`src/rtl/sal_ddr2_pkg.sv`:
```
// Shared SAL DDR2 parameter package.
// Holds the refresh-controller FSM state type and the default DDR2 refresh
// timing constants. Other SAL DDR2 blocks pick these up with
// `import sal_ddr2_pkg::*`.
package sal_ddr2_pkg;

    // Default refresh timing, in controller clocks.
    localparam int unsigned RefTrefiDefault   = 1560;
    localparam int unsigned RefTrpDefault     = 3;
    localparam int unsigned RefTrfcDefault    = 26;
    localparam int unsigned RefMaxPendDefault = 8;
    localparam int unsigned BkCntDefault      = 8;

    // Width of the postponed-refresh counter seen on the pend_cnt port.
    localparam int unsigned RefPendW = 4;

    // Refresh sequencer states.
    typedef enum logic [2:0] {
        StIdle,
        StDrain,
        StPrea,
        StWaitRp,
        StRef,
        StWaitRfc
    } ref_state_t;

    // Bits needed to hold the values 0..val.
    function automatic int unsigned bits_for(input int unsigned val);
        return (val < 2) ? 1 : $clog2(val + 1);
    endfunction

endpackage

```
`src/rtl/sal_ref_timer.sv`:
```
// tREFI tick generator.
// Counts 0..TREFI-1 while en is high and raises tick for one cycle on the
// wrap cycle. While en is low the count is held at 0 and tick stays low, so
// re-enabling always gives a full TREFI interval before the next tick.
//
// Ports:
//   clk  - clock, rising edge
//   rst  - synchronous active-high reset
//   en   - count enable
//   tick - one-cycle pulse every TREFI enabled cycles
module sal_ref_timer
    import sal_ddr2_pkg::*;
#(
    parameter int unsigned TREFI = RefTrefiDefault
) (
    input  logic clk,
    input  logic rst,
    input  logic en,
    output logic tick
);

    localparam int unsigned     CntW    = bits_for(TREFI - 1);
    localparam logic [CntW-1:0] CntLast = CntW'(TREFI - 1);

    logic [CntW-1:0] cnt_q, cnt_d;

    always_comb begin
        cnt_d = cnt_q;
        tick  = 1'b0;
        if (!en) begin
            cnt_d = '0;
        end else if (cnt_q == CntLast) begin
            cnt_d = '0;
            tick  = 1'b1;
        end else begin
            cnt_d = cnt_q + CntW'(1);
        end
    end

    always_ff @(posedge clk) begin
        if (rst) begin
            cnt_q <= '0;
        end else begin
            cnt_q <= cnt_d;
        end
    end

endmodule

```
`src/rtl/sal_ref_ctrl.sv`:
```
// DDR2 auto-refresh controller.
// Accumulates tREFI ticks as postponed refreshes and, when the banks allow
// it (all idle, or the postpone limit is reached), blocks the bank
// controllers, drains in-flight commands, issues PREA if any row is open,
// waits tRP, issues REF and waits tRFC before releasing the banks.
//
// Ports:
//   clk        - clock, rising edge
//   rst        - synchronous active-high reset
//   ref_en     - refresh enable from configuration
//   bk_busy    - per-bank command in flight
//   bk_open    - per-bank open row
//   bk_block   - bank controllers must not issue new commands while high
//   cmd_valid  - refresh command request to the scheduler
//   cmd_ready  - scheduler accepts the command (transfer on valid & ready)
//   cmd_is_ref - 0 = PREA, 1 = REF
//   pend_cnt   - outstanding refreshes
//   ref_done   - one-cycle pulse in the last tRFC cycle
//   ovf_err    - sticky: a tick was dropped with pend_cnt at MAX_PEND
module sal_ref_ctrl
    import sal_ddr2_pkg::*;
#(
    parameter int unsigned BK_CNT   = BkCntDefault,
    parameter int unsigned TREFI    = RefTrefiDefault,
    parameter int unsigned TRP      = RefTrpDefault,
    parameter int unsigned TRFC     = RefTrfcDefault,
    parameter int unsigned MAX_PEND = RefMaxPendDefault
) (
    input  logic                clk,
    input  logic                rst,
    input  logic                ref_en,
    input  logic [BK_CNT-1:0]   bk_busy,
    input  logic [BK_CNT-1:0]   bk_open,
    output logic                bk_block,
    output logic                cmd_valid,
    input  logic                cmd_ready,
    output logic                cmd_is_ref,
    output logic [RefPendW-1:0] pend_cnt,
    output logic                ref_done,
    output logic                ovf_err
);

    // One shared down-counter times both WAIT_RP and WAIT_RFC.
    localparam int unsigned      WaitMax = (TRFC > TRP) ? TRFC : TRP;
    localparam int unsigned      WaitW   = bits_for(WaitMax);
    // WAIT_RP spans TRP-1 cycles, counted down to 0 inclusive.
    localparam logic [WaitW-1:0] RpLoad  = WaitW'((TRP > 1) ? (TRP - 2) : 0);
    localparam logic [WaitW-1:0] RfcLoad = WaitW'((TRFC > 0) ? (TRFC - 1) : 0);
    // With TRP of 0 or 1 there is no wait cycle between PREA and REF.
    localparam ref_state_t       PreaNext = (TRP > 1) ? StWaitRp : StRef;

    localparam logic [RefPendW-1:0] PendMax = RefPendW'(MAX_PEND);

    ref_state_t          state_q, state_d;
    logic [WaitW-1:0]    wait_q, wait_d;
    logic [RefPendW-1:0] pend_q, pend_d;
    logic                ovf_q, ovf_d;
    logic                tick;
    logic                ref_xfer;

    sal_ref_timer #(
        .TREFI (TREFI)
    ) u_timer (
        .clk  (clk),
        .rst  (rst),
        .en   (ref_en),
        .tick (tick)
    );

    // Taken from the state register rather than cmd_valid so the
    // pending-count path does not run through the output decode.
    assign ref_xfer = (state_q == StRef) && cmd_ready;

    // Sequencer: next state and registered-state output decode.
    always_comb begin
        state_d    = state_q;
        wait_d     = wait_q;
        bk_block   = 1'b1;
        cmd_valid  = 1'b0;
        cmd_is_ref = 1'b0;
        ref_done   = 1'b0;

        unique case (state_q)
            StIdle: begin
                bk_block = 1'b0;
                // Start when the banks are idle, or unconditionally once
                // the postpone budget is used up.
                if ((pend_q != '0) && ((bk_busy == '0) || (pend_q == PendMax))) begin
                    state_d = StDrain;
                end
            end
            StDrain: begin
                if (bk_busy == '0) begin
                    state_d = (bk_open != '0) ? StPrea : StRef;
                end
            end
            StPrea: begin
                cmd_valid = 1'b1;
                if (cmd_ready) begin
                    state_d = PreaNext;
                    wait_d  = RpLoad;
                end
            end
            StWaitRp: begin
                if (wait_q == '0) begin
                    state_d = StRef;
                end else begin
                    wait_d = wait_q - WaitW'(1);
                end
            end
            StRef: begin
                cmd_valid  = 1'b1;
                cmd_is_ref = 1'b1;
                if (cmd_ready) begin
                    state_d = StWaitRfc;
                    wait_d  = RfcLoad;
                end
            end
            StWaitRfc: begin
                // Always return to IDLE; a further pending refresh restarts
                // from there rather than chaining here.
                if (wait_q == '0) begin
                    ref_done = 1'b1;
                    state_d  = StIdle;
                end else begin
                    wait_d = wait_q - WaitW'(1);
                end
            end
            default: begin
                state_d = StIdle;
            end
        endcase
    end

    // Postponed-refresh accounting.
    always_comb begin
        pend_d = pend_q;
        ovf_d  = ovf_q;
        if (ref_xfer && !ref_en) begin
            // Refresh disabled mid-sequence: the in-flight REF finishes and
            // the backlog is discarded.
            pend_d = '0;
        end else if (tick && !ref_xfer) begin
            if (pend_q == PendMax) begin
                ovf_d = 1'b1;
            end else begin
                pend_d = pend_q + RefPendW'(1);
            end
        end else if (ref_xfer && !tick && (pend_q != '0)) begin
            pend_d = pend_q - RefPendW'(1);
        end
    end

    always_ff @(posedge clk) begin
        if (rst) begin
            state_q <= StIdle;
            wait_q  <= '0;
            pend_q  <= '0;
            ovf_q   <= 1'b0;
        end else begin
            state_q <= state_d;
            wait_q  <= wait_d;
            pend_q  <= pend_d;
            ovf_q   <= ovf_d;
        end
    end

    assign pend_cnt = pend_q;
    assign ovf_err  = ovf_q;

endmodule
```
`config.mk`:
```
export PLATFORM = sky130hd
export DESIGN_NAME = sal_ref_ctrl
export DESIGN_NICKNAME = d
export VERILOG_FILES = /design/src/rtl/sal_ddr2_pkg.sv /design/src/rtl/sal_ref_timer.sv /design/src/rtl/sal_ref_ctrl.sv
export SDC_FILE = /design/constraint.sdc
export NUM_CORES = 1
export LEC_CHECK = 0
export BUFFER_PORTS_ARGS = -buffer_cell sky130_fd_sc_hd__buf_4
export CAP_MARGIN = 10
export CORE_ASPECT_RATIO = 1.1
export CORE_MARGIN = 2
export CORE_UTILIZATION = 28
export DETAILED_ROUTE_END_ITERATION = 6
export HOLD_SLACK_MARGIN = 0.06
export SKIP_CTS_REPAIR_TIMING = 1
export SLEW_MARGIN = 20
export SYNTH_ARGS = -nofsm -noshare
export SYNTH_HDL_FRONTEND = slang
export SYNTH_SLANG_ARGS = --single-unit
```
`constraint.sdc`:
```
create_clock -name clk -period 2.9 [get_ports clk]
set_input_delay 0.145 -clock clk [delete_from_list [all_inputs] [get_ports clk]]
set_output_delay 0.145 -clock clk [all_outputs]
set_load 0.005 [all_outputs]
```
# [Word level (Yosys, flattened, before mapping)]
# Cells that the tools add are included.
[classes] addsub=4 n_eq_ne=15 n_mux=22 bitwise=2 reduce_logical=25
[op_table] op="two-way mux 3 bit" count=7
[op_table] op="one-hot mux 3 bit (6 select lines)" count=1
[op_table] op="inequality test 2 bit (second input constant)" count=8
[op_table] op="two-way mux 5 bit" count=3
[op_table] op="one-hot mux 5 bit (3 select lines)" count=1
[op_table] op="two-way mux 4 bit" count=3
[op_table] op="adder 11 x 1 -> 11 bit (second input constant)" count=1
[op_table] op="equality test 11 bit (second input constant)" count=1
[op_table] op="logical NOT 8 bit" count=1
[op_table] op="nonzero test 8 bit" count=1
[op_table] op="two-way mux 1 bit" count=7
[op_table] op="equality test 3 x 2 -> 1 bit (second input constant)" count=2
[op_table] op="equality test 3 bit (second input constant)" count=2
[op_table] op="logical AND 1 bit" count=6
[op_table] op="AND reduction 6 bit" count=1
[op_table] op="OR reduction 2 bit" count=3
[op_table] op="logical NOT 5 bit" count=1
[op_table] op="subtractor 5 x 1 -> 5 bit (second input constant)" count=1
[op_table] op="adder 4 x 1 -> 4 bit (second input constant)" count=1
[op_table] op="equality test 4 bit (second input constant)" count=1
[op_table] op="AND reduction 4 bit" count=1
[op_table] op="nonzero test 4 bit" count=1
[op_table] op="subtractor 4 x 1 -> 4 bit (second input constant)" count=1
[op_table] op="equality test 3 x 1 -> 1 bit (second input constant)" count=1
[op_table] op="other kinds (9)" count=12
[totals] register_bits=24 in_bits=20 output_inout_bits=9 word_cells=73

# [Longest topological paths before layout]
# Gate-level depths: netlist (run 1).
[logic_depth] depth_word=8 ltp_mapped=10 depth_no_buf=10

# [By module]
# From an unflattened synthesis (run 1), not the netlist that was laid out.
[unflattened] cells_unflattened=174 area_unflattened_um2=1488.9
[modules_own_cells] module="sal_ref_ctrl" instances=1 cells_per_inst=118 area_each_um2=972.2 seq_area_each_um2=260.2
[modules_own_cells] module="sal_ref_timer" instances=1 cells_per_inst=56 area_each_um2=516.7 seq_area_each_um2=220.2

# [Worst setup path before layout (run 1)]
# No wires, ideal clock.
[synth_timing] path_kind="reg-to-reg" from="register u_timer.cnt_q[0]" to="register pend_q[3] (netlist: pend_cnt[3])" setup_time_ns=0.070 arrival_ns=2.026 t_required_ns=2.830 slack_ns=0.804 stages_incl_launch_ff=10 path_buffers=0 synth_period_minus_slack_ns=2.096 path_cell_list="dfxtp_1 > ha_1 > and3b_1 > nand4_4 > ha_1 > o21ai_0 > nand2b_1 > mux2_4 > or3_1 > a21oi_1"
[synth_between] elab_chain_len=8 elab_cells_between_ends=11 cone_classes="eq/ne: 2; mux: 3; reduce/logical: 6"
[synth_rtl] item="start, declared" line="sal_ref_timer.sv:25" source="logic [CntW-1:0] cnt_q, cnt_d;"
[synth_rtl] item="start signal, assigned" line="sal_ref_timer.sv:44" source="cnt_q <= cnt_d;"
[synth_rtl] item="equality test 11 bit (*)" line="sal_ref_timer.sv:32" source="end else if (cnt_q == CntLast) begin"
[synth_rtl] item="two-way mux 1 bit (*)" line="sal_ref_timer.sv:32"
[synth_rtl] item="two-way mux 1 bit (*)" line="sal_ref_timer.sv:30" source="if (!en) begin"
[synth_rtl] item="logical NOT 1 bit" line="sal_ref_ctrl.sv:149" source="end else if (ref_xfer && !tick && (pend_q != '0)) begin"
[synth_rtl] item="logical AND 1 bit (2 in a row)" line="sal_ref_ctrl.sv:149"
[synth_rtl] item="nonzero test 2 bit (no source line)"
[synth_rtl] item="AND reduction 2 bit (no source line)"
[synth_rtl] item="end signal, assigned" line="sal_ref_ctrl.sv:163" source="pend_q <= pend_d;"
[synth_rtl] item="end, declared" line="sal_ref_ctrl.sv:56" source="logic [RefPendW-1:0] pend_q, pend_d;"
# Mark *: on every way between the ends. The rest lies on a longest branch, timed or not.
# A chain may end at the register's enable or synchronous reset.

# [Worst setup path in the final report (run 1)]
[layout_timing] from="register state_q[1]" to="register pend_q[3] (netlist: pend_cnt[3])"
[layout_between] elab_chain_len=6 elab_cells_between_ends=12 cone_classes="eq/ne: 2; mux: 1; reduce/logical: 9"
[layout_rtl] item="start, declared" line="sal_ref_ctrl.sv:54" source="ref_state_t state_q, state_d;"
[layout_rtl] item="start signal, assigned" line="sal_ref_ctrl.sv:156" source="state_q <= StIdle;"
[layout_rtl] item="start signal, assigned" line="sal_ref_ctrl.sv:161" source="state_q <= state_d;"
[layout_rtl] item="equality test 3 bit (*)" line="sal_ref_ctrl.sv:72" source="assign ref_xfer = (state_q == StRef) && cmd_ready;"
[layout_rtl] item="logical AND 1 bit (*)" line="sal_ref_ctrl.sv:72"
[layout_rtl] item="logical NOT 1 bit / logical AND 1 bit (equally long branches)" line="sal_ref_ctrl.sv:143, sal_ref_ctrl.sv:149"
[layout_rtl] item="logical AND 1 bit (on tied branches)" line="sal_ref_ctrl.sv:143, sal_ref_ctrl.sv:149"
[layout_rtl] item="inequality test 2 bit (no source line) / nonzero test 2 bit (equally long branches)"
[layout_rtl] item="AND reduction 2 bit (no source line)"
# Marks and branches as above.

==> metrics, run 1 <==
Post-Syn Area=1390 sq um; post-DP HPWL=2310 um; fin crit share=80.9%; CTS Sinks=24; # setup viols final=0; Peak supply drop=0.000226 V; count leader, synth=dfxtp_1; I/O pins=29; worst r2r src=state_q[1]; CP Data Required Time=3.11 ns; fin crit period=2.34 ns; Hold WS=0.137 ns; setup_tns=0 ns; most used flip-flop cell after synthesis=dfxtp_1; Ant. Diodes=0; Reg clk slew, reported paths=0.09 ns; top cells by area, synth=dfxtp_1, nor2_1, xor2_1; vias in the first global route=1228; setup slack, reg-to-reg=0.56 ns; RSZ-0062 raised after global routing=false; proportion of layout cells with a drive suffix above 1=21.3%; Final #Nets=around 210; power after layout=between 0.5 and 0.6 mW; RD Place Congestion=0.812; number of synthesized flops with an enable pin=0; routed wire length=3020 um; sequential share of the synthesized area=34.6%; post-route cell area=between 1500 and 2000 sq um; Layout fillers=roughly 500; GRT overflow=0; Final ANT Viol Nets=0; Hold Vio Cnt, Final=0; max-slew violations=0; DR WL/cell=12.4 um; Setup Skew=0.00456 ns; Iter 0 DRT Violations=71; crit end category=register; port bufs=28; 1st-pass router iterations=4; Final WS setup=between 0.5 and 0.6 ns; Seq cells post-synth=24; pin count of the biggest net entering global routing=16; Synth async-reset ratio=0%; synth warn=0; multi-input logic area=862 sq um; worst rel slew slack=59.1%; worst-path fanout max=15; Initial Util=between 20 and 30%; vias=1223; register area=480 sq um; max cap viols=0; CORE AREA=4720 sq um; DRC violations left=0; row count=26; top sig layer=met4; pwr/cell area=352 nW/um^2; CP arrival=approximately 2.6 ns; worst hold start=rst; Die H=77.8 um; first-pass GRT wire length=5440 um; Slew @ Worst Pin=0.606 ns; cell count after synthesis=roughly 160; die area=5540 sq um; Worst Setup SP=state_q[1]; WL met3=between 100 and 150 um; wire length on met2=1500 um; top cell type's share of synthesized area=34.6%; P&R area growth vs syn=22.5%; Metal-1 WL=between 1000 and 1500 um; status=finished clean; syn_area_per_cell=8.57 sq um; CTS buffer count=3; routed vias/inst=5.01; CP Class=reg -> reg; Area after DPL=1650 sq um; total track usage=12.1%; Synth area leader=dfxtp_1; Clock Latency Late Sink=0.27 ns; DIE WIDTH=71.1 um; LEAKAGE=between 0.6 and 0.7 nW; fmax=roughly 430 MHz; worst min-delay path category=in -> reg; CTS root buffer=clkbuf_8; Post-synth top cells=dfxtp_1, nor2_1, a21oi_1, o21ai_0, xor2_1; post-synth net total=186; initial antenna violation count=0; TritonCTS clock tree=yes; H-Tree Level Count=1; Synth cell types=between 40 and 50; crit start category=register; pre-CTS worst setup slack=0.562 ns; clk buf depth=2
-- path summary, 6_finish.rpt --
kind | to | cells after the start
max | pend_cnt[3] | 8
min | wait_q[4] | 2
max reg2reg | pend_cnt[3] | 8
min reg2reg | u_timer.cnt_q[0] | 1
-- logic make-up after synthesis --
kind of cell | count (synthesis) | share of synthesized area, %
AOI/OAI and AO/OA | 29 | 12.9
xor gates and xnor gates | 14 | 8.84
adders and majority gates | 4 | 3.61
buffers and inverters | 12 | 3.25
DFF | 24 | 34.6
muxes | 4 | 3.52
and+or+nand+nor | 75 | 33.3
-- critical path, cell delays in order (launching register included) --
cell and delay, ns:
dfxtp_1 0.61, nand4bb_1 0.31, nand4_4 0.15, ha_1 0.35, o21ai_0 0.09, nand2b_1 0.07, mux2_4 0.25, or3_1 0.31
a21oi_1 0.13
-- area by class of cell --
type / count / share of cell area (%)
Multi-Input combinational cell: 126 / 50.7
Sequential cell: 24 / 28.3
Clock buffer: 4 / 3.24
Inverter: 6 / 1.32
Tap cell: 56 / 4.12
Timing Repair Buffer: 28 / 12.4
-- per-stage QoR --
| step | utilization, % | cells |
|---|---|---|
| 6_report | 36.0 | 244 |
| 2_1_floorplan | - | 162 |
| 3_3_place_gp | 34.9 | 240 |
| 4_1_cts | 36.0 | 244 |
| 5_1_grt | 36.0 | 244 |
| 3_5_place_dp | 34.9 | 240 |
-- per-layer routing --
layer | global-route usage (%) | vias to the layer above
met5 | 0 | -
met4 | 3.40 | 0
met3 | 3.38 | 4
met2 | 20.9 | 18
met1 | 14.4 | 558
li1 | - | 643
-- sequential cells by signal, summed over array words and instances, names as in the netlist --
name / cells
u_timer.cnt_q: 11
ovf_err: 1
pend_cnt: 4
wait_q: 5
state_q: 3
-- power breakdown --
part	internal [mW]	switching, mW	total [mW]
Sequential	0.331	0.00120	0.332
Clock	0.121	0.112	0.233
Combinational	0.0200	0.0138	0.0338
Total	0.472	0.127	0.599
-- cells in the final DEF, fill, tap and decap left out, types with 2 or more instances in the layout --
cell and instances:
clkbuf_8 4, nand4_1 2, nor2_1 23, nand2b_1 3, mux2i_1 2, and3_1 3, or3_1 4, xor2_1 8
or4_1 2, o21ai_0 8, a31oi_1 3, inv_1 6, a211oi_1 2, nor3_1 7, nor4_1 6, buf_4 28
a21oi_1 8, nand3_1 3, dfxtp_1 24, ha_1 4, nor4bb_1 2, nand2_1 6, xnor2_1 6
Power figures use the tool's default switching activity.
==> run 2: changes to the inputs <==
clock period = 2.3 ns   (was 2.9 ns; I/O delays follow)
==> run 2 against run 1 <==
  * First-iteration DRC count increased by 2.8%
  * Global-route usage increased by 0.27 points
  * Critical path depth unchanged
  * Power increased by 41%
  * Non-clock buffer count increased by 9
  * Critical path type unchanged
  * Largest power group unchanged
==> metrics, run 2 (synthesis gave the netlist of run 1 again) <==
status=finished clean; # setup viols final=0; WP buf/inv=0; pwr/cell area=471 nW/um^2; register area=485 sq um; GRT overflow=0; Setup Skew=0.00318 ns; worst r2r src=u_timer.cnt_q[7]; most common cell after layout, fill and taps aside=buf_4; cell internal pwr=0.675 mW; DRC violations left=0; Reg clk slew, reported paths=around 0.09 ns; placed cells=249; Die H=77.8 um; worst min-delay path category=in -> reg; non-filler cells, final=253; M3 GR Usage=2.99%; total track usage=12.3%; Reg with most FFs=u_timer.cnt_q; worst rel slew slack=60.9%; P&R area growth vs syn=28.9%; worst hold start=rst; vias in the first global route=~1200; proportion of layout cells with a drive suffix above 1=a little over a quarter; RD Place Congestion=around 0.85; switching share of power=19.8%; Top Family by Delay on Critical Path=simple AND/OR/NAND/NOR gates; TritonCTS clock tree=yes; Final #Nets=approximately 220; Ant. Diodes=0; sequential share of power=49.7%; H-Tree Level Count=1; slowest cell on the critical path=dfxtp_2; Initial Util=29.4%; pin count of the biggest net entering global routing=15; final core occ=37.9%; max cap viols=0; crit end category=register; fin crit period=2.14 ns; Final ANT Viol Nets=0; routed wire length=3220 um; highest-count cells in the layout ignoring fill and taps=buf_4, nor2_1, dfxtp_1; max reg flops=11; row count=26; crit start category=register; crit-path cells=nor4b_4 > nand4_4 > ha_1 > o21ai_0 > nand2b_1 > mux2_4 > or3_1 > a21oi_1; Worst Setup SP=u_timer.cnt_q[7]; busiest layer in global routing=met2; Slew @ Worst Pin=0.578 ns; I/O pins=29; Layout fillers=485; CTS buffer count=3; setup_tns=0 ns; Hold WS=0.114 ns; DR WL/cell=between 10 and 15 um; CP Class=reg -> reg; CP arrival=2.35 ns; clk buf depth=2; RSZ-0062 raised after global routing=false; met2 usage=21.6%; post-DP HPWL=2470 um; port bufs=28; max incr delay on CP=0.36 ns; Iter 0 DRT Violations=73; initial antenna violation count=0; 1st-pass router iterations=4; first-pass GRT wire length=5640 um; routed vias/inst=5.09; multi-input logic area=862 sq um; Peak supply drop=0.000274 V; DIE WIDTH=around 70 um; fmax=between 400 and 500 MHz; Clock Latency Late Sink=between 0.2 and 0.3 ns; Comb pwr share=5.1%; fin crit share=93.1%; CP Data Required Time=around 2.5 ns; GR Util met1=15.5%; Final WS setup=0.159 ns; max-slew violations=0; worst-path fanout max=4; Psw=around 0.17 mW; Clk pwr share=45.2%; Hold Vio Cnt, Final=0; CTS root buffer=clkbuf_8; vias=1288; pre-CTS worst setup slack=0.144 ns; CORE AREA=4720 sq um; CTS Sinks=24; die area=5540 sq um; LEAKAGE=0.720 nW
## run 2: through the flow
step	power [mW]	cell area (sq um)
floorplan	0.441	1390
global placement	0.471	1710
detailed placement	0.471	1710
CTS	0.853	1780
global route	0.874	1790
finish	0.843	1790
## run 2: layout make-up
cell class                      instances  share of cell area, %
Sequential cell                        24                   27.1
Clock inverter                          1                   1.68
Inverter                                6                   1.26
Clock buffer                            3                   2.31
Tap cell                               56                   3.92
Timing Repair Buffer                   37                   15.5
Multi-Input combinational cell        126                   48.2
## run 2: routing by layer
metal / part of all wire, % / vias to the layer above
met5: 0 / -
met4: 0.59 / 0
met3: 3.3 / 4
met2: 49 / 21
li1: - / 661
met1: 47 / 602
## run 2: final timing paths
kind / end / slack (ns) / cells past startpoint
worst max-delay path: pend_cnt[3] / 0.16 / 8
worst min-delay path: wait_q[3] / 0.11 / 2
worst max register to register: pend_cnt[3] / 0.16 / 8
worst min register to register: u_timer.cnt_q[0] / 0.43 / 1
## run 2: power by group through the flow
| stage | sequential (mW) | combinational, mW | clock, mW |
|---|---|---|---|
| finish | 0.419 | 0.0428 | 0.381 |
| CTS | 0.418 | 0.0431 | 0.391 |
| global placement | 0.428 | 0.0430 | 0 |
| global route | 0.419 | 0.0481 | 0.406 |
| floorplan | 0.428 | 0.0133 | 0 |
| detailed placement | 0.428 | 0.0431 | 0 |
